### config.mk
export PLATFORM = sky130hd
export DESIGN_NAME = rf_write_arbiter
export DESIGN_NICKNAME = d
export VERILOG_FILES = /design/src/rtl/rf_write_arbiter.sv
export SDC_FILE = /design/constraint.sdc
export NUM_CORES = 1
export LEC_CHECK = 0
export CORE_ASPECT_RATIO = 1.25
export CORE_UTILIZATION = 41
export CTS_BUF_LIST = sky130_fd_sc_hd__clkbuf_4 sky130_fd_sc_hd__clkbuf_8
export DETAILED_ROUTE_END_ITERATION = 8
export GPL_ROUTABILITY_DRIVEN = 0
export PLACE_DENSITY = 0.82
export SYNTH_ARGS = -nofsm -noshare
export SYNTH_HDL_FRONTEND = slang
export SYNTH_SLANG_ARGS = --single-unit
### constraint.sdc
create_clock -name clk -period 2.9 [get_ports clk]
set_input_delay 0.435 -clock clk [delete_from_list [all_inputs] [get_ports clk]]
set_output_delay 0.435 -clock clk [all_outputs]
set_load 0.01 [all_outputs]
### src/rtl/rf_write_arbiter.sv
// rf_write_arbiter
//   Round-robin arbiter and sequencer for the 32-entry register file write
//   port. It grants one write per cycle. Grant, write strobe, address, data
//   and one-hot select are all registered, and they are valid together for
//   one cycle after the request is sampled.
//
// Ports
//   clk       system clock, rising edge
//   reset_n   asynchronous active-low reset
//   req       per-requester write request, held until its gnt bit is seen
//   req_addr  flattened 5-bit register index per requester (slice i)
//   req_data  flattened write data per requester (slice i)
//   gnt       one-hot grant pulse
//   wr_en     register-file write strobe
//   wr_addr   register index being written
//   wr_data   data being written
//   wr_sel    one-hot register select, zero when wr_en=0
//   wr_count  completed-write counter, wraps
//
// Optional feature macro: RF_WR_ZERO_PROTECT_EN
//   When defined, register 0 is read-only. A winning request that targets
//   address 0 still receives its gnt pulse and advances the pointer, but
//   wr_en and wr_sel stay low and wr_count does not increment.
//
// State | meaning
// IDLE  | no write being issued this cycle
// ISSUE | registered grant/write outputs are active this cycle
module rf_write_arbiter #(
  parameter int NUM_REQ    = 4,
  parameter int DATA_WIDTH = 32,
  parameter int CNT_WIDTH  = 16
) (
  input  logic                          clk,
  input  logic                          reset_n,
  input  logic [NUM_REQ-1:0]            req,
  input  logic [5*NUM_REQ-1:0]          req_addr,
  input  logic [DATA_WIDTH*NUM_REQ-1:0] req_data,
  output logic [NUM_REQ-1:0]            gnt,
  output logic                          wr_en,
  output logic [4:0]                    wr_addr,
  output logic [DATA_WIDTH-1:0]         wr_data,
  output logic [31:0]                   wr_sel,
  output logic [CNT_WIDTH-1:0]          wr_count
);

  localparam int PTR_W = (NUM_REQ > 1) ? $clog2(NUM_REQ) : 1;

  typedef enum logic {IDLE, ISSUE} state_t;

  state_t                  state;
  logic [PTR_W-1:0]        rr_ptr;
  logic [PTR_W-1:0]        win;
  logic [PTR_W-1:0]        next_ptr;
  logic                    found;
  logic                    win_wr;
  logic [NUM_REQ-1:0]      elig;
  logic [NUM_REQ-1:0]      win_onehot;
  logic [4:0]              win_addr;
  logic [DATA_WIDTH-1:0]   win_data;

  always_comb begin
    // The requester holding this cycle's grant is excluded so a held req
    // is not re-granted until its requester has had a chance to drop it.
    elig       = req & ~gnt;
    found      = 1'b0;
    win        = '0;
    win_onehot = '0;
    win_addr   = '0;
    win_data   = '0;

    // Two passes give the wrap-around search: indices at or above the
    // pointer first, then everything from 0 if nothing was found.
    for (int i = 0; i < NUM_REQ; i++) begin
      if (!found && elig[i] && (PTR_W'(i) >= rr_ptr)) begin
        found = 1'b1;
        win   = PTR_W'(i);
      end
    end
    for (int i = 0; i < NUM_REQ; i++) begin
      if (!found && elig[i]) begin
        found = 1'b1;
        win   = PTR_W'(i);
      end
    end

    for (int i = 0; i < NUM_REQ; i++) begin
      if (found && (win == PTR_W'(i))) begin
        win_onehot[i] = 1'b1;
        win_addr      = req_addr[5*i +: 5];
        win_data      = req_data[DATA_WIDTH*i +: DATA_WIDTH];
      end
    end

    next_ptr = (win == PTR_W'(NUM_REQ-1)) ? '0 : win + 1'b1;

`ifdef RF_WR_ZERO_PROTECT_EN
    win_wr = found && (win_addr != 5'd0);
`else
    win_wr = found;
`endif
  end

  always_ff @(posedge clk or negedge reset_n) begin
    if (!reset_n) begin
      state    <= IDLE;
      rr_ptr   <= '0;
      gnt      <= '0;
      wr_en    <= 1'b0;
      wr_addr  <= '0;
      wr_data  <= '0;
      wr_sel   <= '0;
      wr_count <= '0;
    end else begin
      gnt    <= win_onehot;
      wr_en  <= win_wr;
      wr_sel <= win_wr ? (32'd1 << win_addr) : 32'd0;
      if (found) begin
        rr_ptr  <= next_ptr;
        wr_addr <= win_addr;
        wr_data <= win_data;
      end
      // Counts the write being issued, so it already reflects it while wr_en is high.
      if (win_wr) begin
        wr_count <= wr_count + 1'b1;
      end
      case (state)
        IDLE:    if (found)  state <= ISSUE;
        ISSUE:   if (!found) state <= IDLE;
        default: state <= IDLE;
      endcase
    end
  end

endmodule

Word level (Yosys, flattened, before mapping)

Cells that the tools add are included.
W data, S select, Z words.

Output and inout port bits: 90
Input bits: 154
Bits in registers: 92

Reductions and logical operators: 23
Equal/unequal tests: 3
Add/subtract/negate cells: 2
Order comparisons: 4
Shifts and indexed selects: 1
Muxes and demuxes: 29
Bitwise operators: 2

Operator list:

| operator                | count |
|---|---|
| $mux W32                | 5 |
| $shl A1 B5 Y32 const A  | 1 |
| $mux W5                 | 4 |
| $add A16 B1 Y16 const B | 1 |
| $logic_and A1 B1 Y1     | 15 |
| $mux W2                 | 7 |
| $mux W1                 | 13 |
| $logic_not A1 Y1        | 7 |
| $and A4 B4 Y4           | 1 |
| $eq A2 B2 Y1 const B    | 2 |
| $ge A1 B2 Y1 const A    | 2 |
| $ge A2 B2 Y1 const A    | 2 |
| $not A4 Y4              | 1 |
| $add A2 B1 Y2 const B   | 1 |
| $eq A2 B1 Y1 const B    | 1 |
| $logic_not A2 Y1        | 1 |

Depth between registers and ports, before layout

Word-level depth: 36
Mapped depth: 14
Mapped depth without buffers: 11

Worst setup path before layout

No wires, ideal clock.

Path type: input to register
Start point: input req[1]
End point: register wr_sel[12]
Path slack: 0.291 ns
Data arrival time: 2.489 ns
Stages: 12
Path buffers: 1
Required time: 2.779 ns
Cell sequence: nor2b_4 -> a21boi_0 -> o22ai_1 -> a21oi_1 -> inv_1 -> ha_1 -> buf_2 -> nand2b_1 -> o22ai_1 -> a311oi_1 -> nand2b_1 -> nor2_1

Word-level cells in the longest chain between the ends: 32

RTL lines:

| item                             | line | text |
|---|---|---|
| from (decl)                      | 35   | `input logic [NUM_REQ-1:0] req,` |
| $and A4 B4 Y4 (*)                | 64   | `elig = req & ~gnt;` |
| $logic_and A1 B1 Y1 (2 in a row) | 74   | `if (!found && elig[i] && (PTR_W'(i) >= rr_ptr)) begin` |
| $mux W1                          | 74   |  |
| $logic_not A1 Y1                 | 74   |  |
| $logic_and A1 B1 Y1 (2 in a row) | 74   |  |
| $mux W1                          | 74   |  |
| $logic_not A1 Y1                 | 74   |  |
| $logic_and A1 B1 Y1 (2 in a row) | 74   |  |
| [10 not listed]                  | --   |  |
| $logic_not A1 Y1                 | 80   | `if (!found && elig[i]) begin` |
| $logic_and A1 B1 Y1              | 80   |  |
| $mux W2                          | 80   |  |
| $logic_not A2 Y1                 | 87   | `if (found && (win == PTR_W'(i))) begin` |
| $logic_and A1 B1 Y1              | 87   |  |
| $mux W5 (4 in a row)             | 87   |  |
| $shl A1 B5 Y32                   | 116  | `wr_sel <= win_wr ? (32'd1 << win_addr) : 32'd0;` |
| $mux W32 (*)                     | 116  |  |
| to (signal assigned)             | 116  |  |
| to (decl)                        | 42   | `output logic [31:0] wr_sel,` |

Mark *: on every way between the ends. The rest lies on a longest branch, timed or not.
A chain may end at the register's enable or synchronous reset.

Final worst setup path

Start point: input req[0]
End point: register wr_sel[22]

Word-level cells in the longest chain between the ends: 35

RTL lines:

| item                             | line |
|---|---|
| $and A4 B4 Y4 (*)                | 64 |
| $logic_and A1 B1 Y1              | 74 |
| $mux W1                          | 74 |
| $logic_not A1 Y1                 | 74 |
| $logic_and A1 B1 Y1 (2 in a row) | 74 |
| $mux W1                          | 74 |
| $logic_not A1 Y1                 | 74 |
| $logic_and A1 B1 Y1 (2 in a row) | 74 |
| [14 not listed]                  | -- |
| $logic_not A1 Y1                 | 80 |
| $logic_and A1 B1 Y1              | 80 |
| $mux W2                          | 80 |
| $logic_not A2 Y1                 | 87 |
| $logic_and A1 B1 Y1              | 87 |
| $mux W5 (4 in a row)             | 87 |
| $shl A1 B5 Y32                   | 116 |
| $mux W32 (*)                     | 116 |

Marked as above.

==> results by group <==
Run status
  • Status: complete, but fails checks
  • Violated checks: DRC

Drt
  • Iteration-0 DRC Markers: 169
  • Drt pass-1 iters: 9
  • Total wire length: 15,280 um
  • Via density: 5.432
  • Total number of vias: 4,992
  • Post-DRT Antenna Nets: 0
  • Drc violations: 11
  • Wire per inst: 16.63 um

Synth
  • Seq cells post-synth: 92
  • Seq/Total Area, Yosys: 48.60%
  • Gate Count Post-Synth: 528
  • Top FF cell, synth: dfrtp_1
  • Syn Nets: 687
  • Post-synth EDFFs: 0
  • Synth cell types: 45
  • YS warnings: 0
  • Ys async rst share: 100.0%
  • Post-Syn Area: 4737 um^2
  • Avg Cell Area, Syn: 8.972 um^2

Setup path
  • Max FO, Critical Path: 8
  • CP arrival: 3.06 ns
  • Crit path launch type: input port
  • Crit. Startpoint: req[0]
  • Crit path kind: input port to flip-flop
  • Required @ worst endpoint: 3.19 ns
  • R2r startpoint: gnt[1]$_DFF_PN0_
  • Crit end category: flip-flop

Finish
  • ANT cells: 0
  • Core Util, Final: 69.11%
  • Nets: 938
  • Fillers: 891
  • Area delta synth->final: 63.26%
  • Fraction of final layout cells sized beyond drive strength 1: 9.056%
  • Design Area, Final: 7734 um^2

CTS
  • Clk buf depth: 2
  • Total clock sinks: 92
  • Clock-pin slew of the registers on the worst-case setup and hold paths: 0.10 ns
  • Worst skew pair latency: 0.37 ns
  • Htree depth: 3
  • Root buf cell: clkbuf_8
  • CTS tree: yes
  • CTS Buf Count: 9

GRT
  • Total GRT Usage: 26.07%
  • Grt ovf: 0
  • First-pass GRT wire length: 24,540 um
  • Largest net degree at the start of global routing: 57
  • Antenna violations before repair: 0
  • Vias in the first global route: 5,104

Placement
  • Area after DPL: 7491 um^2
  • Port Buf Inserts: 243
  • HPWL Detailed: 11,540 um

STA
  • Hold Vio Cnt, Final: 0
  • Max Slew Vio Count: 0
  • Slew @ Worst Pin: 0.5023 ns
  • Max_slew headroom: 66.51%
  • Tcrit/Tclk final: 95.31%
  • Fmax: 0.3618 GHz
  • RSZ-0062 raised after global routing: false
  • Hold Slack: 0.02698 ns
  • Final setup TNS: 0 ns
  • Final setup viols: 0
  • Clock Skew: 0.01332 ns
  • Min Tclk post-route: 2.764 ns

Power
  • Pwr Total: 0.007899 W
  • Power Density: 1021 nW/um^2
  • Peak supply drop: 0.4575 mV
  • Static Leak: 3.119 nW

Die
  • IO Count: 244
  • Die H: 122.2 um
  • Die Wd: 98.14 um
  • Die area: 11,990 um^2
  • Initial Util: 42.33%
  • Core Area: 11,190 um^2
  • Floorplan row count: 43

Hold path
  • Type of the worst min-delay path: input port to asynchronous set/reset pin

Job
  • Max-Cap Viols: 0
-- synthesized netlist by cell type, types with 3 or more instances --
cell type  number  area (um^2)
a21oi_1       101        505.5
and2_1          5        31.28
and3_1          3        18.77
buf_1           6        22.52
buf_2          12        60.06
clkbuf_1       19        71.32
dfrtp_1        92         2302
ha_1            5        62.56
inv_1           5        18.77
nand2_1        59        221.5
nand2b_1        4        25.02
nand3_1        12        60.06
nand3b_1       37        277.8
nand4_1         5        31.28
nor2_1         42        157.7
o21a_1         33        247.7
o21ai_0        36        180.2
o22ai_1         3        18.77
xnor2_1        14        122.6
-- flip-flops by register name, summed over array words and instances, names as in the netlist --
signal    flops
rr_ptr        2
wr_addr       5
wr_data      32
wr_sel       32
wr_count     16
wr_en         1
gnt           4
-- cell usage in the layout, fill, tap and decap left out, drive strengths merged, types with 2 or more instances in the layout --
cell type / instances
a211oi: 2
a21boi: 2
a21o: 2
a21oi: 101
a311oi: 2
a31oi: 2
and2: 5
and3: 3
buf: 38
clkbuf: 9
clkdlybuf4s50: 242
clkinv: 2
dfrtp: 92
ha: 5
inv: 9
nand2: 59
nand2b: 4
nand3: 12
nand3b: 37
nand4: 5
nor2: 42
nor2b: 5
o21a: 33
o21ai: 37
o22ai: 3
or2: 3
or3: 2
xnor2: 14
-- report_power, final --
| group | total [W] | switching [W] | internal, W |
|---|---|---|---|
| combinational | 0.00494 | 0.00248 | 0.00246 |
| clock | 0.000923 | 0.000501 | 0.000422 |
| sequential | 0.00204 | 0.000273 | 0.00177 |
| total | 0.00790 | 0.00325 | 0.00465 |
-- layout make-up --
type / instances / area, um^2 / area share [%]
tap: 135 / 168.9 / 2.184
inverter: 6 / 22.52 / 0.2912
clock buffer: 9 / 123.9 / 1.602
multi-input combinational: 390 / 2265 / 29.28
sequential: 92 / 2302 / 29.77
clock inverter: 7 / 93.84 / 1.213
timing repair buffer: 280 / 2758 / 35.66
-- path summary, 6_finish.rpt --
path | slack (ns) | cells past startpoint | to
setup / recovery | 0.14 | 12 | wr_sel[22]$_DFF_PN0_
hold / removal | 0.03 | 1 | wr_data[2]$_DFFE_PN0P_
setup reg to reg | 0.28 | 14 | wr_sel[1]$_DFF_PN0_
hold reg to reg | 0.49 | 2 | wr_addr[1]$_DFFE_PN0P_
max in group asynchronous | 2.22 | 2 | wr_data[25]$_DFFE_PN0P_
min in group clk | 0.49 | 2 | wr_addr[1]$_DFFE_PN0P_
-- metrics by stage --
| stage | std cells | setup WS, ns |
|---|---|---|
| 6_report | 919 | 0.1359 |
| 5_1_grt | 919 | 0.001033 |
| 4_1_cts | 919 | 0.1075 |
| 3_5_place_dp | 903 | -0.2532 |
| 3_3_place_gp | 903 | -0.1946 |
| 2_1_floorplan | 528 | 0.2910 |
-- per-layer routing --
metal	up-vias	track usage [%]	share of wire, %
met3	39	7.229	6.9
li1	2336	-	-
met1	2397	27.88	37
met2	220	48.24	53
met5	-	0	0
met4	0	10.82	3.2
-- worst max-delay path, stage by stage --
cell and delay [ns]:
clkdlybuf4s50_1 0.39, nor2b_2 0.17, a21oi_1 0.13, o21ai_0 0.08, nor2b_1 0.14, or2_2 0.35, ha_4 0.20, nand3b_1 0.17
a221oi_2 0.31, o21ai_2 0.13, or3_4 0.42, nor2_1 0.13
-- cell families after synthesis --
family,count (synthesis),share of synthesized area [%]
AO/OA/AOI/OAI,189,22.90
XOR/XNOR,15,2.773
adder cells (fa/ha/maj),5,1.321
buffers and inverters,46,4.279
flip-flops,92,48.60
multiplexers,1,0.2113
AND/OR/NAND/NOR,180,19.92
-- repair_timing --
| action | 4_1_cts | 5_1_grt |
|---|---|---|
| resized for setup | 0 | 7 |
| endpoints found under the setup margin | 0 | 9 |
| hold buffers | 0 | 0 |
| buffers inserted | 0 | 0 |
(Power assumes the default switching activity.)
